File: src/rtl/ps2_pkg.sv
// ps2_pkg: shared PS/2 scancode constants, prefix-state enum and key decode helpers.
package ps2_pkg;
    typedef enum logic [1:0] {IDLE, EXT, BRK, EXT_BRK} pfx_t;
    typedef enum logic [2:0] {DIR_NONE, DIR_UP, DIR_DOWN, DIR_LEFT, DIR_RIGHT} dir_t;

    localparam logic [7:0] SC_EXT   = 8'hE0;
    localparam logic [7:0] SC_BRK   = 8'hF0;
    localparam logic [7:0] SC_ENTER = 8'h5A;
    localparam logic [7:0] SC_BKSP  = 8'h66;
    localparam logic [7:0] SC_P     = 8'h4D;
    localparam logic [7:0] SC_R     = 8'h2D;
    localparam logic [7:0] SC_M     = 8'h3A;
    localparam logic [7:0] SC_SPACE = 8'h29;
    localparam logic [7:0] SC_UP    = 8'h75;
    localparam logic [7:0] SC_DOWN  = 8'h72;
    localparam logic [7:0] SC_LEFT  = 8'h6B;
    localparam logic [7:0] SC_RIGHT = 8'h74;

    // Returns {hit, bcd digit}
    function automatic logic [4:0] digit_of(input logic [7:0] sc);
        case (sc)
            8'h45: return 5'h10;
            8'h16: return 5'h11;
            8'h1E: return 5'h12;
            8'h26: return 5'h13;
            8'h25: return 5'h14;
            8'h2E: return 5'h15;
            8'h36: return 5'h16;
            8'h3D: return 5'h17;
            8'h3E: return 5'h18;
            8'h46: return 5'h19;
            default: return 5'h00;
        endcase
    endfunction

    function automatic dir_t arrow_of(input logic [7:0] sc);
        return sc == SC_UP ? DIR_UP : sc == SC_DOWN ? DIR_DOWN :
               sc == SC_LEFT ? DIR_LEFT : sc == SC_RIGHT ? DIR_RIGHT : DIR_NONE;
    endfunction
endpackage

File: src/rtl/ps2_cmd_decoder_if.sv
// ps2_cmd_decoder_if: scancode byte stream from the PS/2 receiver.
interface ps2_cmd_decoder_if;
    logic [7:0] scancode;
    logic       scancode_valid;
    modport master (output scancode, scancode_valid);
    modport slave  (input scancode, scancode_valid);
endinterface

File: src/rtl/key_repeat_timer.sv
// key_repeat_timer: typematic timer, strobes rep DELAY cycles after restart then every PERIOD cycles while hold.
module key_repeat_timer #(
    parameter int DELAY  = 16,
    parameter int PERIOD = 4
) (
    input  logic clk_in,
    input  logic reset,
    input  logic hold,
    input  logic restart,
    output logic rep
);
    localparam int CW = $clog2((DELAY > PERIOD ? DELAY : PERIOD) + 1);
    logic [CW-1:0] cnt;
    logic          first;
    assign rep = hold && !restart && cnt == (first ? CW'(DELAY) : CW'(PERIOD));
    always_ff @(posedge clk_in or posedge reset)
        if (reset) begin
            cnt   <= '0;
            first <= 1'b0;
        end else if (restart) begin
            cnt   <= CW'(1);
            first <= 1'b1;
        end else if (rep) begin
            cnt   <= CW'(1);
            first <= 1'b0;
        end else if (hold) cnt <= cnt + CW'(1);
endmodule

File: src/rtl/ps2_cmd_decoder.sv
// ps2_cmd_decoder: PS/2 scancodes to run-control pulses, BCD file-id entry and a grid cursor
// with arrow-key auto-repeat.
module ps2_cmd_decoder
    import ps2_pkg::*;
#(
    parameter int GRID_N        = 64,
    parameter int GRID_M        = 48,
    parameter int WIDTH         = 12,
    parameter int DIGITS        = 3,
    parameter int PULSE_CYCLES  = 4,
    parameter int REPEAT_DELAY  = 16,
    parameter int REPEAT_PERIOD = 4,
    parameter int CURSOR_WRAP   = 0
) (
    input  logic                clk_in,
    input  logic                reset,
    ps2_cmd_decoder_if.slave    kb,
    output logic                start,
    output logic                pause,
    output logic                clear,
    output logic                running,
    output logic                manual,
    output logic [4*DIGITS-1:0] file_id,
    output logic                file_id_load,
    output logic [4*DIGITS-1:0] entry_bcd,
    output logic [WIDTH-1:0]    cursor_x,
    output logic [WIDTH-1:0]    cursor_y,
    output logic [2*WIDTH-1:0]  cursor_pos,
    output logic                toggle
);
    localparam int DW = 4 * DIGITS;
    localparam int PW = 2 * WIDTH;
    localparam int PC = $clog2(PULSE_CYCLES + 1);
    localparam logic [WIDTH-1:0] CX   = WIDTH'(GRID_N / 2);
    localparam logic [WIDTH-1:0] CY   = WIDTH'(GRID_M / 2);
    localparam logic [WIDTH-1:0] XMAX = WIDTH'(GRID_N - 1);
    localparam logic [WIDTH-1:0] YMAX = WIDTH'(GRID_M - 1);
    localparam logic [PW-1:0]    CPOS = PW'(CY) * PW'(GRID_N) + PW'(CX);

    pfx_t            state;
    dir_t            held, arr, mv;
    logic [PC-1:0]   pulse_cnt;
    logic [4:0]      dig;
    logic            key_ev, mk, brk, enter_go, p_go, r_go, m_go, space_go, dig_go, bksp_go;
    logic            arrow_go, stop, rep, cmd;
    logic [WIDTH-1:0] x_dec, x_inc, y_dec, y_inc, nx, ny;

    assign key_ev   = kb.scancode_valid && kb.scancode != SC_EXT && kb.scancode != SC_BRK;
    assign mk       = key_ev && (state == IDLE || state == EXT);
    assign brk      = key_ev && (state == BRK || state == EXT_BRK);
    assign dig      = digit_of(kb.scancode);
    assign arr      = (state == EXT || state == EXT_BRK) ? arrow_of(kb.scancode) : DIR_NONE;
    assign enter_go = mk && kb.scancode == SC_ENTER && !running;
    assign p_go     = mk && kb.scancode == SC_P && running;
    assign r_go     = mk && kb.scancode == SC_R;
    assign m_go     = mk && kb.scancode == SC_M && !running;
    assign space_go = mk && kb.scancode == SC_SPACE && manual;
    assign dig_go   = mk && dig[4];
    assign bksp_go  = mk && kb.scancode == SC_BKSP;
    // A typematic make of the already-held arrow is deliberately not a new arrow
    assign arrow_go = mk && manual && arr != DIR_NONE && arr != held;
    assign stop     = brk && arr != DIR_NONE && arr == held;
    assign cmd      = enter_go || p_go || r_go;
    assign mv       = arrow_go ? arr : (rep && manual) ? held : DIR_NONE;

    key_repeat_timer #(.DELAY(REPEAT_DELAY), .PERIOD(REPEAT_PERIOD)) u_rep (
        .clk_in  (clk_in),
        .reset   (reset),
        .hold    (held != DIR_NONE && !stop),
        .restart (arrow_go),
        .rep     (rep)
    );

    assign x_dec = cursor_x == '0 ? (CURSOR_WRAP != 0 ? XMAX : '0) : cursor_x - WIDTH'(1);
    assign x_inc = cursor_x == XMAX ? (CURSOR_WRAP != 0 ? '0 : XMAX) : cursor_x + WIDTH'(1);
    assign y_dec = cursor_y == '0 ? (CURSOR_WRAP != 0 ? YMAX : '0) : cursor_y - WIDTH'(1);
    assign y_inc = cursor_y == YMAX ? (CURSOR_WRAP != 0 ? '0 : YMAX) : cursor_y + WIDTH'(1);
    assign nx = enter_go ? CX : mv == DIR_LEFT ? x_dec : mv == DIR_RIGHT ? x_inc : cursor_x;
    assign ny = enter_go ? CY : mv == DIR_UP ? y_dec : mv == DIR_DOWN ? y_inc : cursor_y;

    always_ff @(posedge clk_in or posedge reset)
        if (reset) begin
            state        <= IDLE;
            held         <= DIR_NONE;
            pulse_cnt    <= '0;
            {start, pause, clear, running, manual, file_id_load, toggle} <= '0;
            file_id      <= '0;
            entry_bcd    <= '0;
            cursor_x     <= CX;
            cursor_y     <= CY;
            cursor_pos   <= CPOS;
        end else begin
            if (kb.scancode_valid)
                state <= (kb.scancode == SC_EXT && state == IDLE) ? EXT :
                         (kb.scancode == SC_BRK && state == IDLE) ? BRK :
                         (kb.scancode == SC_BRK && state == EXT) ? EXT_BRK : IDLE;
            file_id_load <= enter_go;
            toggle       <= space_go;
            if (enter_go) file_id <= entry_bcd;
            if (cmd) begin
                start     <= enter_go;
                pause     <= p_go;
                clear     <= r_go;
                pulse_cnt <= PC'(PULSE_CYCLES - 1);
            end else if (pulse_cnt == '0) {start, pause, clear} <= '0;
            else pulse_cnt <= pulse_cnt - PC'(1);
            if (enter_go) begin
                running <= 1'b1;
                manual  <= 1'b0;
            end else if (p_go) running <= 1'b0;
            else if (r_go) begin
                running <= 1'b0;
                manual  <= 1'b0;
            end else if (m_go) manual <= !manual;
            if (r_go) entry_bcd <= '0;
            else if (dig_go) entry_bcd <= (entry_bcd << 4) | DW'(dig[3:0]);
            else if (bksp_go) entry_bcd <= entry_bcd >> 4;
            if (arrow_go) held <= arr;
            else if (stop) held <= DIR_NONE;
            cursor_x   <= nx;
            cursor_y   <= ny;
            cursor_pos <= PW'(ny) * PW'(GRID_N) + PW'(nx);
        end
endmodule

File: src/flat_wrapper.sv
// flat-port wrapper written by rule: the top's interface ports become plain ports
module ps2_cmd_decoder_flat import ps2_pkg::*;
#(
    parameter int GRID_N        = 64,
    parameter int GRID_M        = 48,
    parameter int WIDTH         = 12,
    parameter int DIGITS        = 3,
    parameter int PULSE_CYCLES  = 4,
    parameter int REPEAT_DELAY  = 16,
    parameter int REPEAT_PERIOD = 4,
    parameter int CURSOR_WRAP   = 0
)
  (clk_in, reset, start, pause, clear, running, manual, file_id, file_id_load, entry_bcd, cursor_x, cursor_y, cursor_pos, toggle, kb_scancode, kb_scancode_valid);
  ps2_cmd_decoder_if kb_i ();
  input  logic clk_in;
  input  logic reset;
  output logic start;
  output logic pause;
  output logic clear;
  output logic running;
  output logic manual;
  output logic [4*DIGITS-1:0] file_id;
  output logic file_id_load;
  output logic [4*DIGITS-1:0] entry_bcd;
  output logic [WIDTH-1:0] cursor_x;
  output logic [WIDTH-1:0] cursor_y;
  output logic [2*WIDTH-1:0] cursor_pos;
  output logic toggle;
  input wire logic [$bits(kb_i.scancode)-1:0] kb_scancode;
  input wire logic [$bits(kb_i.scancode_valid)-1:0] kb_scancode_valid;
  assign kb_i.scancode = kb_scancode;
  assign kb_i.scancode_valid = kb_scancode_valid;
  ps2_cmd_decoder #(.GRID_N(GRID_N), .GRID_M(GRID_M), .WIDTH(WIDTH), .DIGITS(DIGITS), .PULSE_CYCLES(PULSE_CYCLES), .REPEAT_DELAY(REPEAT_DELAY), .REPEAT_PERIOD(REPEAT_PERIOD), .CURSOR_WRAP(CURSOR_WRAP)) u_core (.clk_in(clk_in), .reset(reset), .kb(kb_i), .start(start), .pause(pause), .clear(clear), .running(running), .manual(manual), .file_id(file_id), .file_id_load(file_id_load), .entry_bcd(entry_bcd), .cursor_x(cursor_x), .cursor_y(cursor_y), .cursor_pos(cursor_pos), .toggle(toggle));
endmodule
File: config.mk
export PLATFORM = sky130hd
export DESIGN_NAME = ps2_cmd_decoder_flat
export DESIGN_NICKNAME = d
export VERILOG_FILES = /design/src/rtl/ps2_pkg.sv /design/src/rtl/ps2_cmd_decoder_if.sv /design/src/rtl/key_repeat_timer.sv /design/src/rtl/ps2_cmd_decoder.sv /design/src/flat_wrapper.sv
export SDC_FILE = /design/constraint.sdc
export NUM_CORES = 1
export LEC_CHECK = 0
export BUFFER_PORTS_ARGS = -buffer_cell sky130_fd_sc_hd__buf_2
export CORE_MARGIN = 8
export CORE_UTILIZATION = 40
export CTS_CLUSTER_SIZE = 24
export DETAILED_ROUTE_END_ITERATION = 8
export GPL_TIMING_DRIVEN = 0
export PLACE_DENSITY_LB_ADDON = 0.08
export RECOVER_POWER = 25
export SLEW_MARGIN = 30
export SYNTH_ARGS = -nofsm -noshare
export SYNTH_HDL_FRONTEND = slang
export SYNTH_HIERARCHICAL = 1
export SYNTH_SLANG_ARGS = --single-unit
File: constraint.sdc
create_clock -name clk_in -period 12.67 [get_ports clk_in]
set_input_delay 3.1675 -clock clk_in [delete_from_list [all_inputs] [get_ports clk_in]]
set_output_delay 3.1675 -clock clk_in [all_outputs]
set_load 0.01 [all_outputs]
# Word level (Yosys, flattened, before mapping)
# Cells that the tools add are included.
[word_totals]
reg_bits = 93
latchBits = 0
ram_bits = 0
romBits = 0
input_bits = 11
output_inout_bits = 79
memories = 0
[classes]
addsub = 7
multipliers = 0
n_div = 0
order_cmp = 0
eq_ne = 38
shift = 0
mux = 45
bitwise = 1
reduce_logical = 50
[op_table]
columns = ["operator", "n"]
rows = [
  ["$mux W12", 13],
  ["$eq A8 B6 Y1 const B", 9],
  ["$eq A8 B7 Y1 const B", 9],
  ["$pmux W5 S10", 1],
  ["$mux W3", 11],
  ["$logic_and A1 B1 Y1", 27],
  ["$add A12 B1 Y12 const B", 2],
  ["$eq A12 B6 Y1 const B", 2],
  ["$logic_not A12 Y1", 2],
  ["$sub A12 B1 Y12 const B", 2],
  ["$mux W5", 4],
  ["$add A18 B12 Y19", 1],
  ["$reduce_bool A3 Y1", 6],
  ["$eq A8 B5 Y1 const B", 2],
  ["$eq A8 B8 Y1 const B", 2],
  ["$ne A8 B8 Y1 const B", 2],
  ["$mux W1", 13],
  ["$or A12 B4 Y12", 1],
  ["$eq A3 B2 Y1 const B", 2],
  ["$mux W2", 3],
  ["$reduce_bool A2 Y1", 3],
  ["$add A5 B1 Y5 const B", 1],
  ["$eq A5 B5 Y1", 1],
  ["$logic_or A1 B1 Y1", 5],
  ["12 further kinds", 17],
]

# Depth between registers and ports, before layout
# Gate-level depths: netlist of the first run.
[depth]
word_depth = 21
depth_mapped = 32
depth_no_buf = 29

# Hierarchy
# Netlist of the first run, hierarchy kept.
[by_module_without_submodules]
columns = ["module", "n_inst", "cells_each", "area_each_um2"]
rows = [
  ["ps2_cmd_decoder", 1, 604, 5153.7],
  ["key_repeat_timer", 1, 42, 395.4],
]

# Worst setup path before layout of the first run
# OpenSTA, ideal clock, no wires.
[synth_path]
path_type = "input -> register"
startpoint = "input kb_scancode[1]"
endpoint = "register u_core.cursor_pos[16]"
setup_time_ns = 0.123
arrival_ns = 8.222
required_time_ns = 12.547
setup_slack_ns = 4.326
stages = 30
cell_sequence = "buf_2 > nand2b_1 > or3_4 > a211o_1 > nand3_1 > nor2_1 > a41oi_1 > nor2_1 > a31oi_1 > buf_2 > nand2_1 > nor3_1 > nand3_1 > nor2_1 > o21ai_0 > o31a_1 > a21oi_2 > buf_2 > nor3_1 > a2111oi_0 > ha_1 > inv_1 > fa_1 > inv_1 > a21oi_1 > o21bai_1 > a21oi_1 > o21bai_1 > nand4b_1 > xnor2_1"
[synth_via]
elab_chain_len = 21
elab_cells_between_ends = 45
[synth_lines]
columns = ["item", "line_no", "rtl"]
rows = [
  ["start: declaration", "flat_wrapper.sv:29", "input wire logic [$bits(kb_i.scancode)-1:0] kb_scancode;"],
  ["$eq A8 B7 Y1", "ps2_pkg.sv:38", "sc == SC_LEFT ? DIR_LEFT : sc == SC_RIGHT ? DIR_RIGHT : DIR_NONE;"],
  ["$mux W3 (2 in series)", "ps2_pkg.sv:38", ""],
  ["$mux W3 (2 in series)", "ps2_pkg.sv:37", "return sc == SC_UP ? DIR_UP : sc == SC_DOWN ? DIR_DOWN :"],
  ["$mux W3", "ps2_cmd_decoder.sv:52", "assign arr = (state == EXT || state == EXT_BRK) ? arrow_of(kb.scancode) : DIR_NONE;"],
  ["$reduce_bool A3 Y1", "ps2_cmd_decoder.sv:61, ps2_cmd_decoder.sv:62", ""],
  ["$logic_and A1 B1 Y1 (2 in series)", "ps2_cmd_decoder.sv:62", "assign stop = brk && arr != DIR_NONE && arr == held;"],
  ["$logic_not A1 Y1", "ps2_cmd_decoder.sv:69", ".hold (held != DIR_NONE && !stop),"],
  ["$logic_and A1 B1 Y1", "ps2_cmd_decoder.sv:69", ""],
  ["$logic_and A1 B1 Y1 * (2 in series)", "key_repeat_timer.sv:15", "assign rep = hold && !restart && cnt == (first ? CW'(DELAY) : CW'(PERIOD));"],
  ["net u_core.rep", "ps2_cmd_decoder.sv:45", "logic arrow_go, stop, rep, cmd;"],
  ["$logic_and A1 B1 Y1 *", "ps2_cmd_decoder.sv:64", "assign mv = arrow_go ? arr : (rep && manual) ? held : DIR_NONE;"],
  ["$mux W3 * (2 in series)", "ps2_cmd_decoder.sv:64", ""],
  ["$eq A3 B2 Y1", "ps2_cmd_decoder.sv:79", "assign ny = enter_go ? CY : mv == DIR_UP ? y_dec : mv == DIR_DOWN ? y_inc : cursor_y;"],
  ["$mux W12", "ps2_cmd_decoder.sv:79", ""],
  ["$mux W12 * (2 in series)", "ps2_cmd_decoder.sv:79", ""],
  ["net u_core.ny[0]", "ps2_cmd_decoder.sv:46", "logic [WIDTH-1:0] x_dec, x_inc, y_dec, y_inc, nx, ny;"],
  ["$add A18 B12 Y19 *", "ps2_cmd_decoder.sv:122", "cursor_pos <= PW'(ny) * PW'(GRID_N) + PW'(nx);"],
  ["end signal: assignment", "ps2_cmd_decoder.sv:122", ""],
  ["end: declaration", "ps2_cmd_decoder.sv:28", "output logic [2*WIDTH-1:0] cursor_pos,"],
]
# Mark *: on every way through the listed nets, which the timed path passes. The rest lies on a longest branch.
# A chain may end at the register's enable or synchronous reset.

# Worst setup path in the final report of the first run
[layout_path]
startpoint = "input kb_scancode[7]"
endpoint = "register u_core.cursor_pos[18]"
# Same word-level chain as after synthesis.

==> results of run 1 <==
-- layer usage --
layer	part of all wire (%)	wire length (um)	global-route usage, %
met4	1.3	214	5.677
met2	46	7562	28.06
met3	5.6	917	4.188
met1	47	7624	24.94
met5	0	0	0
-- where the power goes --
part | switching (mW) | internal, mW
Sequential | 0.0265 | 0.288
Clock | 0.122 | 0.157
Combinational | 0.0703 | 0.0531
-- registers in the layout, indices dropped and copies added, names as in the netlist, 2 cells and up --
| name | flops |
|---|---|
| u_core/cursor_x | 6 |
| u_core/u_rep/cnt | 5 |
| u_core/held | 3 |
| u_core/entry_bcd | 12 |
| u_core/cursor_pos | 19 |
| u_core/file_id | 12 |
| u_core/cursor_y | 12 |
| u_core/state | 2 |
| u_core/pulse_cnt | 3 |
-- cells in the mapped netlist (5+ instances only) --
| cell type | number |
|---|---|
| mux2i_1 | 10 |
| a31oi_1 | 14 |
| nand2b_1 | 9 |
| nor2_1 | 46 |
| nand4_1 | 13 |
| a21o_1 | 7 |
| xnor2_1 | 26 |
| a21oi_1 | 38 |
| clkbuf_1 | 23 |
| nand4b_1 | 5 |
| nor3_1 | 27 |
| o21ai_0 | 15 |
| and3_1 | 8 |
| nand3_1 | 27 |
| o31ai_1 | 6 |
| nand2_1 | 84 |
| buf_2 | 8 |
| nor2b_1 | 7 |
| buf_4 | 12 |
| dfstp_2 | 5 |
| xor2_1 | 7 |
| a22o_1 | 5 |
| ha_1 | 15 |
| nor4_1 | 6 |
| dfrtp_1 | 77 |
| inv_1 | 35 |
| and2_1 | 6 |
-- per-stage QoR --
step / util (%) / worst slack [ns]
2_1_floorplan: - / 4.326
3_3_place_gp: 45.15 / 3.113
3_5_place_dp: 45.39 / 3.050
4_1_cts: 47.66 / 3.434
5_1_grt: 47.45 / 2.941
6_report: 47.45 / 3.323
-- path summary, 6_finish.rpt --
kind | endpoint | cells after the start | slack, ns
max in group asynchronous | u_core/file_id[7] | 3 | 6.47
min | u_core/file_id[1] | 2 | 0.48
min in group asynchronous | u_core/u_rep/cnt[1] | 2 | 2.74
min reg2reg | u_core/file_id[1] | 2 | 0.48
max | u_core/cursor_pos[18] | 31 | 3.32
max reg2reg | u_core/cursor_pos[18] | 29 | 6.03
-- kinds of logic (layout without fill, tap and decap cells) --
group	count (synthesis)	after routing	synth area share (%)
adder cells (fa/ha/maj)	16	16	3.743
XOR/XNOR	33	33	5.209
AO/OA/AOI/OAI	156	156	20.74
other	1	5	0.06758
AND/OR/NAND/NOR	264	264	24.24
buffers and inverters	82	180	6.697
multiplexers	12	12	2.210
flip-flops	82	82	37.09
-- tightest hold or removal path, cell delays in order (launching register included) --
cell and delay, ns:
dfrtp_1 0.34, nand2_1 0.05, nand2_1 0.05
-- area by class of cell --
cell class / count / area (sq um)
inverter: 35 / 132.6
clock inverter: 7 / 86.33
tap: 180 / 225.2
multi-input combinational: 486 / 3134
sequential: 82 / 2058
fill: 1378 / 7209
timing repair buffer: 82 / 407.9
clock buffer: 9 / 225.2
buffer: 47 / 240.2
==> metrics.txt, run 1 <==
outcome complete, but fails checks; violated checks max-capacitance violations, max-slew violations; Mapped Area 0.005549 sq mm; vias in the first global route 5074; Post-synth top flop dfrtp_1; number of flops mapped to enable cells by yosys 0; crit-path max cell delay 0.64 ns; DPL Wire Length 12030 um; WL final 16320 um; unrepaired setup endpoints after global routing false; placed cell count 912; largest net degree at the start of global routing 51; core area 0.01372 sq mm; count of different cell masters after synthesis 87; PwrDens 110.1 mW/mm^2; clock slew at reported path FFs 0.07 ns; Clock Sinks 82; # diodes 0; cell taking the most area after synthesis dfrtp_1; First-pass DRT Iterations 5; initial antenna violation count 0; cell mode on critical path buf_2; Startpoint Class input port; leak pwr 3.076 nW; synthesis warning total 6; GRT Total Usage 18.26%; worst hold slack 0.4756 ns; crit path capture type register; Hold Path Class register to register; Final Wtd Congestion 0.9241; commonest cells after routing, fill and taps aside buf_2 (88), nand2_1 (84), dfrtp_1 (77); Remaining DRCs 0; min cycle time layout 9.347 ns; total grt overflow 0; DRT antenna net count 0; Chip Width 133.8 um; MaxCap Viol Count 1; Least-Margin Pin Slew 2.830 ns; ys async rst share 100.0%; Critical Path AT 9.61 ns; Slew headroom -88.67%; Setup Skew 0.008268 ns; # rows 43; area delta synth->final 17.32%; Critical Path Source kb_scancode[7]; TritonCTS Buffers 9; H-tree depth 3; die height 133.8 um; Top delay family on crit path compound AO/OA/AOI/OAI gates; clock root cell clkbuf_16; Reg-to-Reg Start u_core/state[0]; CTS max path bufs 2; most common cell after layout, fill and taps aside buf_2; Hold Startpoint u_core/file_id[1]; Initial Util 40.45%; post-CTS sizing 0; DR iter-0 viols 445; area share of the largest cell type after synthesis 34.72%; Peak VDD IR 58.23 uV; Post-Layout Inst Area 0.006510 sq mm; Critical Path RT 12.93 ns; register bit total from synthesis 82; wire length of the first global-routing pass 26740 um; register area share after synthesis 37.09%; WL/cell 17.59 um; setup_tns 0 ns; Worst Path Buf+Inv 6; Post-CTS Setup Inserts 0; count of pins over their slew limit 51; CTS tree yes; Highest Clock Rate 0.1070 GHz; overall power 0.7164 mW; crit path kind input port to register; fin crit share 73.77%; crit-path max FO 10; Finished Layout Cells 928; Synth area leaders dfrtp_1 (35%), nand2_1 (5.7%), xnor2_1 (4.1%); Port Buffers 81; die area 0.01790 sq mm; hold buffers post-CTS 0; Vias per Instance 5.655; final setup vio count 0; I/O Pins 90; DR vias 5248; share of cells above drive strength 1 19.39%; nets 770; crit path max-delay cell type a2111oi_0; dpl cell area 0.006227 sq mm; Post-Synthesis Cells 646; Worst-Skew Late Latency 0.35 ns; final hold vios 0; synthesized area per cell 8.590 sq um
(Power assumes the default switching activity.)
==> inputs of run 2 (changes only) <==
Settings changed: ABC_AREA set to 1.
Clock period 12.67 ns to 7.65 ns, I/O delays scaled along.
==> run 2 against run 1 <==
  * The run still ends with max-capacitance violations, max-slew violations left
  * Synthesized cell count rose by 15%
  * Largest power group unchanged
  * Critical path type unchanged
  * Highest routed layer unchanged
  * Wire length fell by 4.5%
  * Sequential power rose by 73%
  * Largest cell class unchanged
==> metrics.txt, run 2 <==
outcome complete, but fails checks; violated checks max-capacitance violations, max-slew violations; Synth area leaders dfrtp_1 (35%), nand2_1 (9.6%), inv_1 (7.8%); Reg area 0.002058 sq mm; MaxCap Viol Count 2; unrepaired setup endpoints after global routing false; WHS Endpoint u_core/clear; register area share after synthesis 37.52%; share of cells above drive strength 1 19.76%; placed cell count 1010; top-count cell post-synth nand2_1; final setup vio count 0; max reg flops 19; area share of the largest cell type after synthesis 35.13%; Mapped Area 0.005485 sq mm; GRT Total Usage 17.74%; crit-path max cell delay 0.41 ns; min cycle time layout 6.943 ns; die area 0.01772 sq mm; clock root cell clkbuf_16; Hold Path Class register to register; TritonCTS Buffers 9; wire length of the first global-routing pass 25760 um; Post-Synthesis Cells 745; WL/cell 15.18 um; count of different cell masters after synthesis 50; # rows 42; worst hold slack 0.4792 ns; crit-path max FO 10; Finished Layout Cells 1026; Reg-to-Reg Start u_core/state[0]; synth cell count leaders nand2_1 (141), inv_1 (114), dfrtp_1 (77); Clock Sinks 82; Worst R2R Path Depth 30; PwrDens 197.2 mW/mm^2; CTS tree yes; commonest cells after routing, fill and taps aside nand2_1 (141), inv_1 (113), buf_2 (85); most common cell after layout, fill and taps aside nand2_1; area taken by multi-input logic gates 0.002834 sq mm; Startpoint Class input port; Vias per Instance 5.191; setup_tns 0 ns; H-tree depth 3; count of pins over their slew limit 46; Least-Margin Pin Slew 2.539 ns; Setup Skew 0.009546 ns; synthesized area per cell 7.363 sq um; Critical Path AT 7.18 ns; WHS Path Cells 2; Critical Path RT 7.89 ns; ys async rst share 100.0%; fill count 1353; leak pwr 3.306 nW; First-pass DRT Iterations 5; final hold vios 0; fin crit share 90.76%; vias in the first global route 5281; core area 0.01330 sq mm; number of flops mapped to enable cells by yosys 0; synthesis warning total 6; Chip Width 133.1 um; hold buffers post-CTS 0; register bit total from synthesis 82; DR iter-0 viols 451; cell mode on critical path nand2_1; initial antenna violation count 0; crit path capture type register; Final Wtd Congestion 0.9078; Port Buffers 84; crit path kind input port to register; Initial Util 41.26%; Peak VDD IR 170.3 uV; r2r endpoint u_core/cursor_pos[16]; Worst-Skew Late Latency 0.35 ns; CTS max path bufs 2; Slew headroom -69.28%; # diodes 0; clock slew at reported path FFs 0.07 ns; Hold Startpoint u_core/clear; Post-synth top flop dfrtp_1; nets 872; total grt overflow 0; WL final 15580 um; DPL Wire Length 11890 um; die height 133.1 um; Remaining DRCs 0; Highest Clock Rate 0.1440 GHz; Most flops, register u_core/cursor_pos; Post-CTS Setup Inserts 0; crit path max-delay cell type fa_1; cell taking the most area after synthesis dfrtp_1; FF-to-FF setup slack 2.33 ns; largest net degree at the start of global routing 46; I/O Pins 90; area delta synth->final 17.29%; DRT antenna net count 0; post-CTS sizing 0; DR vias 5326
==> run 2: cell types whose count changed after synthesis, moves of 10 or more <==
cell,before,now
inv_1,35,114
xnor2_1,26,7
xor2_1,7,22
nor2_1,46,73
nand2_1,84,141
o21ai_0,15,55
a31oi_1,14,3
a21oi_1,38,21
nand2_2,0,15
clkbuf_1,23,5
mux2i_1,10,0
nand3_1,27,52
==> run 2: cell families after synthesis <==
family	Yosys count	share of synthesized area [%]
simple gates	356	31.05
compound gates	116	11.86
xor+xnor	29	4.630
other cells	1	0.06837
flops	82	37.52
buf+inv	145	11.09
fa+ha+maj	16	3.787
==> run 2: metrics by stage <==
stage          power [mW]  cell area [sq um]  util (%)  setup slack [ns]
2_1_floorplan      0.7321               5500         -             1.506
3_3_place_gp       0.8429               6141     46.19            0.2443
3_5_place_dp       0.8527               6173     46.43            0.2069
4_1_cts             1.288               6462     48.61            0.5417
5_1_grt             1.340               6434     48.39            0.1051
6_report            1.269               6434     48.39            0.7072
==> run 2: layout make-up <==
type                    count  area share (%)
flip-flops and latches     82           31.99
multi-input cells         522           44.05
repair buffers             85           6.573
clock buffers              11           3.928
inverters                 124           7.332
well taps                 176           3.423
plain buffers              21           2.139
clock inverters             5          0.5640
==> run 2: worst max-delay path by stage <==
stage                   start                     to  slack, ns  depth (start not counted)
4_1_cts        kb_scancode[4]  u_core/cursor_pos[16]       0.54                         37
6_report       kb_scancode[4]  u_core/cursor_pos[16]       0.71                         37
3_3_place_gp   kb_scancode[4]  u_core/cursor_pos[16]       0.24                         37
2_1_floorplan  kb_scancode[4]  u_core/cursor_pos[16]       1.51                         36
3_5_place_dp   kb_scancode[4]  u_core/cursor_pos[16]       0.21                         37
5_1_grt        kb_scancode[4]  u_core/cursor_pos[16]       0.11                         37
==> run 2: per-layer routing <==
layer  GRT usage [%]  vias up  part of all wire [%]
met5               0        -                     0
met1           22.14     2511                    45
met4           6.488        0                   1.7
met3           4.098       20                   6.4
met2           29.36      181                    47
li1                -     2614                     -
==> run 2: critical path, delay by kind of cell <==
kind	cells	cell delay (ns)
simple gates	25	2.95
compound gates	5	1.22
fa+ha+maj	2	0.65
buf+inv	5	0.44
==> run 2: power breakdown <==
| part | switching [mW] | internal (mW) | leakage (nW) | total (mW) |
|---|---|---|---|---|
| registers | 0.0459 | 0.498 | 0.967 | 0.544 |
| clock network | 0.188 | 0.240 | 0.146 | 0.428 |
| logic | 0.183 | 0.114 | 2.19 | 0.297 |
| total | 0.417 | 0.852 | 3.31 | 1.27 |
